<file path="config.mk">
export PLATFORM = sky130hd
export DESIGN_NAME = regfile_write_scheduler
export DESIGN_NICKNAME = d
export VERILOG_FILES = /design/src/rtl/regfile_write_scheduler_pkg.sv /design/src/rtl/regfile_write_scheduler_arb.sv /design/src/rtl/regfile_write_scheduler.sv
export SDC_FILE = /design/constraint.sdc
export NUM_CORES = 1
export LEC_CHECK = 0
export CAP_MARGIN = 0
export CORE_AREA = 2 2 131 133
export CTS_CLUSTER_SIZE = 25
export DETAILED_ROUTE_END_ITERATION = 8
export DIE_AREA = 0 0 133 135
export GPL_TIMING_DRIVEN = 0
export PLACE_DENSITY = 0.66
export REMOVE_ABC_BUFFERS = 1
export SLEW_MARGIN = 5
export SYNTH_ARGS = -nofsm -noshare
export SYNTH_HDL_FRONTEND = slang
export SYNTH_SLANG_ARGS = --single-unit
</file>
<file path="constraint.sdc">
create_clock -name clk -period 3.7 [get_ports clk]
set_input_delay 0.37 -clock clk [delete_from_list [all_inputs] [get_ports clk]]
set_output_delay 0.37 -clock clk [all_outputs]
set_load 0.1 [all_outputs]
</file>
<file path="src/rtl/regfile_write_scheduler_pkg.sv">
// Shared core package for the register-file write scheduler.
// Holds the FSM state type and register-file geometry constants.
package regfile_write_scheduler_pkg;

  localparam int REG_CNT    = 32;
  localparam int REG_ADDR_W = 5;

  typedef enum logic {
    ST_INIT = 1'b0,
    ST_RUN  = 1'b1
  } sched_state_e;

endpackage

</file>
<file path="src/rtl/regfile_write_scheduler_arb.sv">
// Two-way round-robin arbiter: a lone request always wins, a contended
// request pair is resolved by the pointer (0 selects req[0], 1 selects req[1]).
module rr_arb2 (
  input  logic [1:0] req,
  input  logic       ptr,
  output logic [1:0] gnt
);

  always_comb begin
    gnt = req;
    if (req == 2'b11) begin
      gnt = ptr ? 2'b10 : 2'b01;
    end
  end

endmodule

</file>
<file path="src/rtl/regfile_write_scheduler.sv">
// Register-file write scheduler: clears the external RAM after reset, then
// arbitrates two writeback sources onto one RAM write port with read bypass.
module regfile_write_scheduler
  import regfile_write_scheduler_pkg::*;
#(
  parameter int WIDTH = 32
) (
  input  logic                  clk,
  input  logic                  rst_n,
  input  logic                  w0_valid,
  output logic                  w0_ready,
  input  logic [REG_ADDR_W-1:0] w0_addr,
  input  logic [WIDTH-1:0]      w0_data,
  input  logic                  w1_valid,
  output logic                  w1_ready,
  input  logic [REG_ADDR_W-1:0] w1_addr,
  input  logic [WIDTH-1:0]      w1_data,
  input  logic [REG_ADDR_W-1:0] r_addr0,
  input  logic [REG_ADDR_W-1:0] r_addr1,
  input  logic [REG_ADDR_W-1:0] r_addr2,
  output logic [WIDTH-1:0]      r_data0,
  output logic [WIDTH-1:0]      r_data1,
  output logic [WIDTH-1:0]      r_data2,
  output logic [REG_ADDR_W-1:0] ram_addr0,
  output logic [REG_ADDR_W-1:0] ram_addr1,
  output logic [REG_ADDR_W-1:0] ram_addr2,
  output logic [REG_ADDR_W-1:0] ram_addrw,
  output logic [WIDTH-1:0]      ram_din,
  output logic                  ram_wea,
  input  logic [WIDTH-1:0]      ram_dout0,
  input  logic [WIDTH-1:0]      ram_dout1,
  input  logic [WIDTH-1:0]      ram_dout2,
  output logic                  init_done
);

  sched_state_e          state, state_nxt;
  logic [REG_ADDR_W-1:0] sweep_cnt;
  logic                  rr_ptr;
  logic [1:0]            req, gnt;
  logic                  win_vld;
  logic [REG_ADDR_W-1:0] win_addr;
  logic [WIDTH-1:0]      win_data;

  // Requests are masked during the clear sweep so nothing is granted early.
  assign req = (state == ST_RUN) ? {w1_valid, w0_valid} : 2'b00;

  rr_arb2 u_arb (
    .req (req),
    .ptr (rr_ptr),
    .gnt (gnt)
  );

  assign w0_ready  = gnt[0];
  assign w1_ready  = gnt[1];
  assign win_vld   = |gnt;
  assign win_addr  = gnt[1] ? w1_addr : w0_addr;
  assign win_data  = gnt[1] ? w1_data : w0_data;
  assign init_done = (state == ST_RUN);

  always_ff @(posedge clk or negedge rst_n) begin
    if (!rst_n) begin
      state     <= ST_INIT;
      sweep_cnt <= '0;
      rr_ptr    <= 1'b0;
    end else begin
      state <= state_nxt;
      if (state == ST_INIT) begin
        sweep_cnt <= sweep_cnt + 1'b1;
      end
      if (req == 2'b11) begin
        rr_ptr <= ~rr_ptr;
      end
    end
  end

  always_comb begin
    state_nxt = state;
    if (state == ST_INIT && sweep_cnt == REG_ADDR_W'(REG_CNT - 1)) begin
      state_nxt = ST_RUN;
    end
  end

  // Register 0 is hardwired to zero, so granted writes to it are dropped.
  always_comb begin
    ram_wea   = 1'b0;
    ram_addrw = win_addr;
    ram_din   = win_data;
    if (state == ST_INIT) begin
      ram_wea   = 1'b1;
      ram_addrw = sweep_cnt;
      ram_din   = '0;
    end else if (win_vld && win_addr != '0) begin
      ram_wea = 1'b1;
    end
  end

  function automatic logic [WIDTH-1:0] read_port(input logic [REG_ADDR_W-1:0] addr,
                                                 input logic [WIDTH-1:0]      dout);
    logic [WIDTH-1:0] val;
    val = dout;
    if (state == ST_INIT || addr == '0) begin
      val = '0;
    end else if (win_vld && win_addr == addr) begin
      val = win_data;
    end
    return val;
  endfunction

  assign ram_addr0 = r_addr0;
  assign ram_addr1 = r_addr1;
  assign ram_addr2 = r_addr2;
  assign r_data0   = read_port(r_addr0, ram_dout0);
  assign r_data1   = read_port(r_addr1, ram_dout1);
  assign r_data2   = read_port(r_addr2, ram_dout2);

endmodule

</file>
==> impl_results.md, run 1 <==
- Worst clock skew: 0.00124 ns
- H-tree depth: 1
- WP data required: 3.33 ns
- Final net count: 1068
- FF-to-FF path depth: 4
- Overall routing resource usage: 20.4%
- Worst rel slew slack: 32.6%
- Top post-synthesis cells by area: mux2i_1 17%, nand2_1 11%, a21oi_1 10%, a211oi_2 9.5%, nand2b_1 5.8%
- Post-route ant nets: 0
- # diodes: 0
- Fillcell total: 1643
- CTS Sinks: 7
- Setup Viol. Count Final: 0
- Storage element area: 179 µm²
- DIE WIDTH: 133 µm
- Routed vias: 5451
- Post-DP HPWL: 15000 µm
- Syn_area_per_cell: 6.44 µm²
- Worst skew pair latency: 0.23 ns
- CP arrival: 3.21 ns
- First-pass GRT wire length: 29300 µm
- DR pass1 iterations: 5
- Layout area overhead: 103%
- Post-synthesis async set-or-reset flop share: 100%
- Max stage delay on crit path: 0.86 ns
- Vias in the first global route: 5280
- GRT Residual Overflow: 0
- Largest net degree at the start of global routing: 37
- Synth unique cells: 44
- Crit path kind: in2out
- R2R Path Start: sweep_cnt[0]
- Fin util: 45.5%
- Initial antenna violation count: 0
- I/O Buffers: 340
- Critical path fanouts, max: 5
- Post-Synthesis Cells: 570
- Netlist Area Pre-Place: 3670 µm²
- Largest delay share family, worst path: buffers and inverters
- Area leader, netlist: mux2i_1
- Finished Cell Area: 7460 µm²
- Slew Viols, Final: 0
- # IOs: 341
- Main synth FF type: dfrtp_1
- CTS tree: yes
- Post-DR wirelength/cell: 18.5 µm
- Clock root buffer: clkbuf_16
- Share of cells above drive strength 1: 20.7%
- Min Tclk post-route: 3.58 ns
- Seq cells post-synth: 7
- Multi-input logic area: 3180 µm²
- DRT iter0 DRCs: 226
- Row count: 47
- Residual DRC: 0
- Worst slew pin tran: 1.01 ns
- Total Power: 2.94 mW
- Period utilization: 96.7%
- Clk slew on worst S/H paths: 0.04 ns
- RR Endpoint: sweep_cnt[4]
- Vert. Die Dim: 135 µm
- Outcome: completed
- Routed Wire Length: 20300 µm
- PD cells: 394 nW/µm²
- Crit-path slowest cell: clkdlybuf4s15_1
- Max Cap Viol: 0
- Hold WC Path Type: in2async
- Number of synthesis warnings: 0
- Sequential share of the synthesized area: 4.77%
- Vias/cell: 4.97
- Reg2reg setup slack: 2.26 ns
- Startpoint types: primary input
- Crit-path cells: clkdlybuf4s50_1 > xor2_1 > a2111oi_1 > a22oi_1 > a2111oi_4 > buf_4 > nor2_1 > a211oi_2 > clkdlybuf4s15_1
- Post-place instance area: 7310 µm²
- Peak supply drop: 467 µV
- Total CTS buffers: 3
- Crit. End Element: output pin
- Max Freq: 0.280 GHz
- Placer's final routability congestion estimate: 0.861
- Die area: 18000 µm²
- Hold Vio Cnt, Final: 0
- Initial Util: 22.4%
- CTS max path bufs: 2
- Post-synth EDFFs: 0
- CP bufs+invs: 3
- Core area: 16400 µm²
- Pleak: 2.98 nW
- Post-synth top area share: 17.5%
==> cell usage in the layout, fill, tap and decap left out, types with 5 or more instances in the layout <==
cell type and count:
buf_4 32, a211oi_2 29, inv_1 7, clkbuf_4 5, xnor2_1 10, dfrtp_1 6, o21ai_0 39, buf_6 16
nand2b_1 33, or3_1 33, xor2_1 5, buf_2 21, nor2_1 39, nand2_1 105, buf_16 5, nand3_1 6
mux2i_1 64, clkdlybuf4s50_1 238, clkdlybuf4s15_2 37, a21oi_1 72
==> cells in the mapped netlist, types with 3 or more instances <==
master    count
a211oi_1      5
or4_1         4
nand3_1       6
and3_1        4
buf_1         4
and2_1        4
or3_1        33
o21ai_0      39
xor2_1        5
buf_2         8
buf_6         6
a21oi_1      73
buf_4        20
nor2_1       39
clkbuf_1     30
nand2b_1     34
xnor2_1      10
inv_1         7
mux2i_1      64
a211oi_2     28
nand2_1     107
o21ai_1       3
a22oi_1       3
dfrtp_1       7
==> report_power, final <==
| part | switching, mW | total [mW] | leakage (nW) | internal (mW) |
|---|---|---|---|---|
| logic | 1.94 | 2.67 | 2.85 | 0.724 |
| clock network | 0.0416 | 0.185 | 0.0382 | 0.143 |
| registers | 0.00917 | 0.0918 | 0.0905 | 0.0826 |
| total | 1.99 | 2.94 | 2.98 | 0.950 |
==> metal layers <==
metal  share of wire (%)  track usage [%]  wire length (µm)  up-vias
met2                  50             37.0             10100      264
met3                 7.1             3.90              1440       35
met5                   0                0                 0        -
li1                    -                -                 -     2614
met4                 2.3             5.26               475        0
met1                  41             24.7              8280     2538
==> repair_timing <==
action / 4_1_cts / 5_1_grt
endpoints found under the setup margin: 133 / 73
pin swaps: 2 / 2
gates cloned: 1 / 1
hold buffers: 0 / 0
gates resized for setup: 428 / 50
buffers inserted: 7 / 4
==> registers in the layout, indices dropped and copies added, names as in the netlist <==
name and count:
rr_ptr 1, init_done 1, sweep_cnt 5
==> stage by stage <==
step / setup TNS [ns] / setup slack [ns] / hold slack (ns) / cells
after floorplan: -297.70 / -4.18 / 0.0744 / 502
after global placement: -431.34 / -5.08 / 0.481 / 1062
after detailed placement: -161.05 / -1.93 / 0.494 / 1079
after CTS: 0 / 0.0121 / 0.416 / 1091
after global routing: -0.0327 / -0.0176 / 0.432 / 1096
final: 0 / 0.123 / 0.403 / 1096
==> how the worst max path moves through the flow <==
stage          slack [ns]  cells after the start           to        from
3_3_place_gp        -5.08                      5  r_data0[12]   init_done
5_1_grt             -0.02                     12   r_data2[4]  r_addr2[2]
4_1_cts              0.01                      8      ram_wea   init_done
6_report             0.12                      9   r_data2[5]  r_addr2[2]
2_1_floorplan       -4.18                      7   r_data2[0]   init_done
3_5_place_dp        -1.93                     12  r_data2[28]    w1_valid
==> final cells by class <==
class	count	area share, %
repair inverters	1	0.117
multi-input cells	487	42.6
well taps	220	3.69
flip-flops and latches	7	2.40
inverters	9	0.872
repair buffers	368	49.2
clock buffers	4	1.06
==> logic make-up (layout without fill, tap and decap cells) <==
logic type,count (synthesis),in the layout,synth area share (%)
and+or+nand+nor,238,238,30.6
AOI/OAI and AO/OA,165,166,30.9
buffers and inverters,77,382,11.4
muxes,66,66,18.1
xor gates and xnor gates,15,15,3.58
DFF,7,7,4.77
adders and majority gates,2,2,0.682
Power figures use the tool's default switching activity.
==> run 2, diff against run 1 <==
Settings changed: CTS_CLUSTER_DIAMETER from default to 200.
==> results of run 2 <==
Final layout, timing and power as in run 1 (identical DEF).
==> run 3, diff against run 2 <==
Settings changed: MAX_ROUTING_LAYER from default to met4.
==> run 3 against run 2 <==
Against the previous run:
- sequential cell count unchanged
- critical path type unchanged
- fmax grew 0.12%
- highest routed layer unchanged
- utilization hardly changed
- first-iteration DRC count fell by 7.1%
- cell count unchanged
- clock-buffer cell count is the same
- worst hold slack worse by 0.00069 ns
- largest cell class unchanged
- die area is the same
- routed wire length grew 0.72%
- via count shrank 0.17%
==> impl_results.md, run 3 (same netlist as run 1, synthesis figures left out) <==
- Outcome: completed (unchanged)
- Die area: 18000 µm² (unchanged)
- R2R Path Start: sweep_cnt[0] (unchanged)
- CTS Sinks: 7 (unchanged)
- Startpoint types: primary input (unchanged)
- Reg2reg setup slack: 2.25 ns (was 2.26 ns)
- Largest register FFs: 5 (unchanged)
- Crit. End Element: output pin (unchanged)
- Peak supply drop: 466 µV (was 467 µV)
- Vert. Die Dim: 135 µm (unchanged)
- Clk slew on worst S/H paths: 0.04 ns (about the same)
- Max stage delay on crit path: 0.86 ns (about the same)
- Pre-CTS setup slack: -1.93 ns (unchanged)
- H-tree depth: 1 (unchanged)
- Share of cells above drive strength 1: 20.7% (unchanged)
- Worst clock skew: 0.00191 ns (was 0.00124 ns)
- Most flops, register: sweep_cnt (unchanged)
- Crit-path cells: clkdlybuf4s50_1 > xor2_1 > a2111oi_1 > a22oi_1 > a2111oi_4 > buf_4 > nor2_1 > a211oi_2 > clkdlybuf4s15_1 (unchanged)
- Slew Viols, Final: 0 (unchanged)
- Hold Vio Cnt, Final: 0 (unchanged)
- Post-Place Cells: 1079 (unchanged)
- Critical path fanouts, max: 5 (unchanged)
- Total CTS buffers: 3 (unchanged)
- Hold WC Path Type: in2async (unchanged)
- Most frequent cells in the layout: 238 x clkdlybuf4s50_1, 105 x nand2_1, 72 x a21oi_1, 64 x mux2i_1 (unchanged)
- Largest delay share family, worst path: buffers and inverters (unchanged)
- Crit-path slowest cell: clkdlybuf4s15_1 (unchanged)
- Commonest non-fill, non-tap cell in the layout: clkdlybuf4s50_1 (unchanged)
- Cell Count, Final, Fillers Out: 1096 (unchanged)
- CTS tree: yes (unchanged)
- Max Cap Viol: 0 (unchanged)
- PD cells: 394 nW/µm² (about the same)
- Vias/cell: 4.97 (about the same)
- Worst slew pin tran: 1.01 ns (about the same)
- I/O Buffers: 340 (unchanged)
- Total Power: 2.94 mW (about the same)
- Setup TNS: 0 ns (unchanged)
- FF-to-FF path depth: 4 (unchanged)
- GRT Residual Overflow: 0 (unchanged)
- Fin worst setup slack: 0.128 ns (was 0.123 ns)
- CP arrival: 3.20 ns (was 3.21 ns)
- Max Freq: 0.280 GHz (about the same)
- CP bufs+invs: 3 (unchanged)
- RR Endpoint: sweep_cnt[4] (unchanged)
- Hold_ws: 0.402 ns (was 0.403 ns)
- Initial antenna violation count: 0 (unchanged)
- Largest net degree at the start of global routing: 37 (unchanged)
- Pleak: 2.98 nW (about the same)
- Post-DR wirelength/cell: 18.6 µm (was 18.5 µm)
- Worst rel slew slack: 32.6% (about the same)
- First-pass GRT wire length: 29200 µm (was 29300 µm)
- DIE WIDTH: 133 µm (unchanged)
- DRT iter0 DRCs: 210 (was 226)
- Worst skew pair latency: 0.23 ns (about the same)
- Row count: 47 (unchanged)
- Post-route ant nets: 0 (unchanged)
- # IOs: 341 (unchanged)
- Setup Viol. Count Final: 0 (unchanged)
- Overall routing resource usage: 21.0% (was 20.4%)
- Routed vias: 5442 (was 5451)
- Clock root buffer: clkbuf_16 (unchanged)
- Placer's final routability congestion estimate: 0.876 (was 0.861)
- Core area: 16400 µm² (unchanged)
- Routed Wire Length: 20400 µm (was 20300 µm)
- CTS max path bufs: 2 (unchanged)
- Layout area overhead: 104% (was 103%)
- DR pass1 iterations: 4 (was 5)
- Residual DRC: 0 (unchanged)
- Crit path kind: in2out (unchanged)
- Initial Util: 22.4% (unchanged)
- WP data required: 3.33 ns (about the same)
- Min Tclk post-route: 3.57 ns (was 3.58 ns)
- Period utilization: 96.6% (was 96.7%)
- Post-DP HPWL: 15000 µm (unchanged)
- Vias in the first global route: 5299 (was 5280)
- Final net count: 1068 (unchanged)
- # diodes: 0 (unchanged)
run 3: what timing repair did:
action	4_1_cts	5_1_grt
gates resized for setup	428	48
buffers inserted	7	4
pin swaps	2	2
endpoints found under the hold margin	0	0
cloned	1	1
endpoints found under the setup margin	133	73
hold buffers	0	0
run 3: cell type report:
cell class	count	area [µm²]
Timing Repair Buffer	368	3680
Timing Repair inverter	1	8.76
Multi-Input combinational cell	487	3180
Tap cell	220	275
Fill cell	1641	8940
Clock buffer	4	78.8
Sequential cell	7	179
Inverter	9	65.1
run 3: worst register-to-register path, stage by stage (launching register included):
cell and delay (ns):
dfrtp_1 0.41, ha_1 0.22, and3_1 0.18, ha_1 0.26, mux2_2 0.25
run 3: how the worst max path moves through the flow:
stage          slack, ns           to        from  cells after the start
5_1_grt            -0.02   r_data2[4]  r_addr2[2]                     12
2_1_floorplan      -4.18   r_data2[0]   init_done                      7
6_report            0.13   r_data2[5]  r_addr2[2]                      9
3_5_place_dp       -1.93  r_data2[28]    w1_valid                     12
4_1_cts             0.01      ram_wea   init_done                      8
3_3_place_gp       -5.08  r_data0[12]   init_done                      5
run 3: per-stage QoR:
| step | area, µm² | utilization (%) |
|---|---|---|
| CTS | 7450 | 45.4 |
| global placement | 6960 | 42.4 |
| floorplan | 3280 | - |
| global route | 7470 | 45.5 |
| detailed placement | 7310 | 44.5 |
| finish | 7470 | 45.5 |
run 3: layer usage:
layer | up-vias | part of all wire, % | GRT usage, %
met3 | 39 | 6.4 | 3.08
met1 | 2535 | 41 | 24.8
met4 | 0 | 2.4 | 5.26
li1 | 2614 | - | -
met5 | - | 0 | -
met2 | 254 | 50 | 37.4
run 3: power breakdown:
group          internal (mW)  switching [mW]
logic                  0.724            1.94
clock network          0.143          0.0409
registers             0.0826         0.00941
total                  0.950            1.99
==> patch 1, RTL diff (settings of run 2) <==
`REG_ADDR_W`: 5 -> 6.
--- a/src/rtl/regfile_write_scheduler_pkg.sv
+++ b/src/rtl/regfile_write_scheduler_pkg.sv
@@ -3,7 +3,7 @@
 package regfile_write_scheduler_pkg;
 
   localparam int REG_CNT    = 32;
-  localparam int REG_ADDR_W = 5;
+  localparam int REG_ADDR_W = 6;
 
   typedef enum logic {
     ST_INIT = 1'b0,
Interface: changed (9 resized); port bits go from 341 to 350. No check against the original RTL was run, so the function may have changed too.
==> patch 1 against run 2 <==
- power shrank 5.2%
- area after synthesis fell by 5.8%
- setup slack worse by 0.051 ns
- sequential cell count increased by 1
- critical path depth is 2 higher
- register-to-register slack better by 0.05 ns
- final area down 0.70%
- routed wire length rose by 22%
==> patch 1: results <==
{
  "status": "finished clean",
  "grt_use_met2_pct": 44.2,
  "ir_drop_mv": 0.201,
  "largest_register_ffs": 6,
  "relSlewSlack_pct": 29.2,
  "ctsResizeCount": 667,
  "synth-seq-area-share_pct": 5.79,
  "clock_area_share_pct": 1.06,
  "synth_adder_area_share_pct": 0.362,
  "io_buffers": 349,
  "synth_compound_area_share_pct": 47.1,
  "synthMuxAreaShare_pct": 10.2,
  "dp_hpwl_um": 16500,
  "critPathSlowestCell": "clkdlybuf4s50_1",
  "drt_iter0_markers": 345,
  "worstPathArrival_ns": 3.26,
  "p_leak_nw": 2.89,
  "m1WireLength_um": 10400,
  "nNonClkInverters": 12,
  "wl_met2_um": 12000,
  "grt_usage_pct": 25.2,
  "grt_pass1_wl_um": 34800,
  "grt_max_degree": 43,
  "drive_above_1_share_pct": 23.5,
  "via_count": 5553,
  "grtUsageMet3_pct": 4.20,
  "synth-xor-area-share_pct": 2.79,
  "gp_congestion": 0.842,
  "seq-cell-share_pct": 2.75,
  "powerSeq_w": 0.000108,
  "seq_area_um2": 204,
  "first_global_vias": 5511,
  "p_sw_w": 0.00185,
  "nonClkBufAreaFrac_pct": 51.0,
  "multi_input_area_mm2": 0.00300,
  "place_area_mm2": 0.00706,
  "wire_per_inst_um": 24.0,
  "wl_met3_um": 2020,
  "synth_area_leaders": "a211oi_1 (21%), a21oi_1 (10%), mux2i_1 (9.8%)",
  "clkPwrFrac_pct": 6.6,
  "postCtsSetupBuffers": 23,
  "ys_top_cells_by_count": "a211oi_1 (98), a21oi_1 (72), a31oi_1 (36)",
  "combPwrFrac_pct": 89.5,
  "holdCritPathClass": "in -> async",
  "multi_input_comb_cells": 398,
  "yosysUniqueCellTypes": 57,
  "nNetsFinal": 1005,
  "cts_inserted_buffers": 3,
  "critical_path.max_stage_delay_ns": 0.65,
  "met1_usage_pct": 32.3
}
-- patch 1: final timing paths --
kind | start | end | slack (ns) | cells past startpoint
setup / recovery | w1_valid | r_data0[10] | 0.07 | 11
hold / removal | rst_n | sweep_cnt[0] | 0.43 | 1
setup reg to reg | init_done | sweep_cnt[5] | 2.31 | 4
hold reg to reg | sweep_cnt[5] | sweep_cnt[5] | 0.51 | 1
max in group asynchronous | rst_n | init_done | 2.95 | 1
min in group clk | sweep_cnt[5] | sweep_cnt[5] | 0.51 | 1
-- patch 1: through the flow --
step / std cells / utilization [%] / setup TNS [ns] / worst slack, ns / hold WS [ns]
after CTS: 1023 / 43.6 / 0 / 0.00390 / 0.432
after global routing: 1029 / 45.2 / -0.0134 / -0.00779 / 0.448
final: 1029 / 45.2 / 0 / 0.0729 / 0.434
after detailed placement: 991 / 43.0 / -200.49 / -2.31 / 0.502
after floorplan: 408 / - / -346.47 / -3.62 / 0.0744
after global placement: 977 / 41.2 / -498.81 / -5.61 / 0.502
==> patch 2, RTL diff (settings of run 2) <==
Without the edit above. Reset style: synchronous (`rst_n`), changed in one clocked block.
--- a/src/rtl/regfile_write_scheduler.sv
+++ b/src/rtl/regfile_write_scheduler.sv
@@ -57,7 +57,7 @@
   assign win_data  = gnt[1] ? w1_data : w0_data;
   assign init_done = (state == ST_RUN);
 
-  always_ff @(posedge clk or negedge rst_n) begin
+  always_ff @(posedge clk) begin
     if (!rst_n) begin
       state     <= ST_INIT;
       sweep_cnt <= '0;
Formal check against the unedited RTL: differs if rst_n is asserted again (counterexample within 4 cycles, from zero or initial values and one cycle with rst_n low); with rst_n held inactive, the same outputs for 10 cycles.
==> patch 2 against run 2 <==
- worst hold slack better by 0.16 ns
- area after synthesis is 9.3% lower
- sequential cell count stayed put
- first-iteration DRC count is 14% higher
- clock skew hardly changed
- setup slack worse by 0.033 ns
- final area is 0.15% lower
- utilization is 0.069 points lower
- final cell count is 7.9% lower
- die area stayed put
- routed wire length is 25% higher
- critical path type is now reg -> out
- critical endpoint is now ram_din[7]
- highest routed layer unchanged
Power is left out: it rests on default switching activity, and per cell area and clock period it moved more than threefold.
==> patch 2: results <==
{
  "dpl_worst_slack_ns": -1.79,
  "clock_area_share_pct": 1.06,
  "grt_usage_pct": 26.6,
  "nNetsFinal": 981,
  "wirelength_um": 25300,
  "crit_path_max_fanout": 35,
  "synth_area_leaders": "a21oi_1 (11%), mux2i_1 (10%), a211oi_2 (9.4%)",
  "worst_slew_pin_slew_ns": 1.04,
  "synth-seq-area-share_pct": 4.21,
  "vias_per_cell": 5.36,
  "nonClkBufAreaFrac_pct": 52.5,
  "multi_input_area_mm2": 0.00299,
  "seq-cell-share_pct": 1.93,
  "status": "finished clean",
  "holdCritPathClass": "reg -> reg",
  "synth_ff_type": "dfxtp_1",
  "synthMuxAreaShare_pct": 10.2,
  "ys_top_cells_by_count": "a21oi_1 (71), a211oi_1 (39), nor2b_1 (36)",
  "ctsResizeCount": 625,
  "critical_path.max_stage_delay_ns": 0.99,
  "drive_above_1_share_pct": 27.0,
  "worstPathArrival_ns": 3.24,
  "grt_max_degree": 36,
  "first_global_vias": 5288,
  "synth_compound_area_share_pct": 51.3
}
## patch 2: per-layer routing
layer / GRT usage, % / routed length (µm) / vias to the layer above
met4: 9.14 / 650 / 0
met1: 34.4 / 10600 / 2577
li1: - / - / 2443
met5: 0 / 0 / -
met2: 42.4 / 11500 / 342
met3: 7.85 / 2480 / 46
## patch 2: cell families after synthesis
family	after synthesis
buffers and inverters	77
AO/OA/AOI/OAI	227
multiplexers	34
flip-flops	7
adder cells (fa/ha/maj)	2
XOR/XNOR	13
AND/OR/NAND/NOR	93
## patch 2: path summary, 6_finish.rpt
check,start,to,slack [ns],cells after the start
max,init_done,ram_din[7],0.09,7
min reg2reg,sweep_cnt[1],sweep_cnt[1],0.57,2
min,sweep_cnt[1],sweep_cnt[1],0.57,2
max reg2reg,sweep_cnt[0],sweep_cnt[4],2.41,5
## patch 2: worst reg2reg max path: cells and delay by family, from the launching register on
family | cells | cell delay (ns)
simple gates | 2 | 0.25
flops | 1 | 0.33
mux | 1 | 0.13
fa+ha+maj | 2 | 0.47
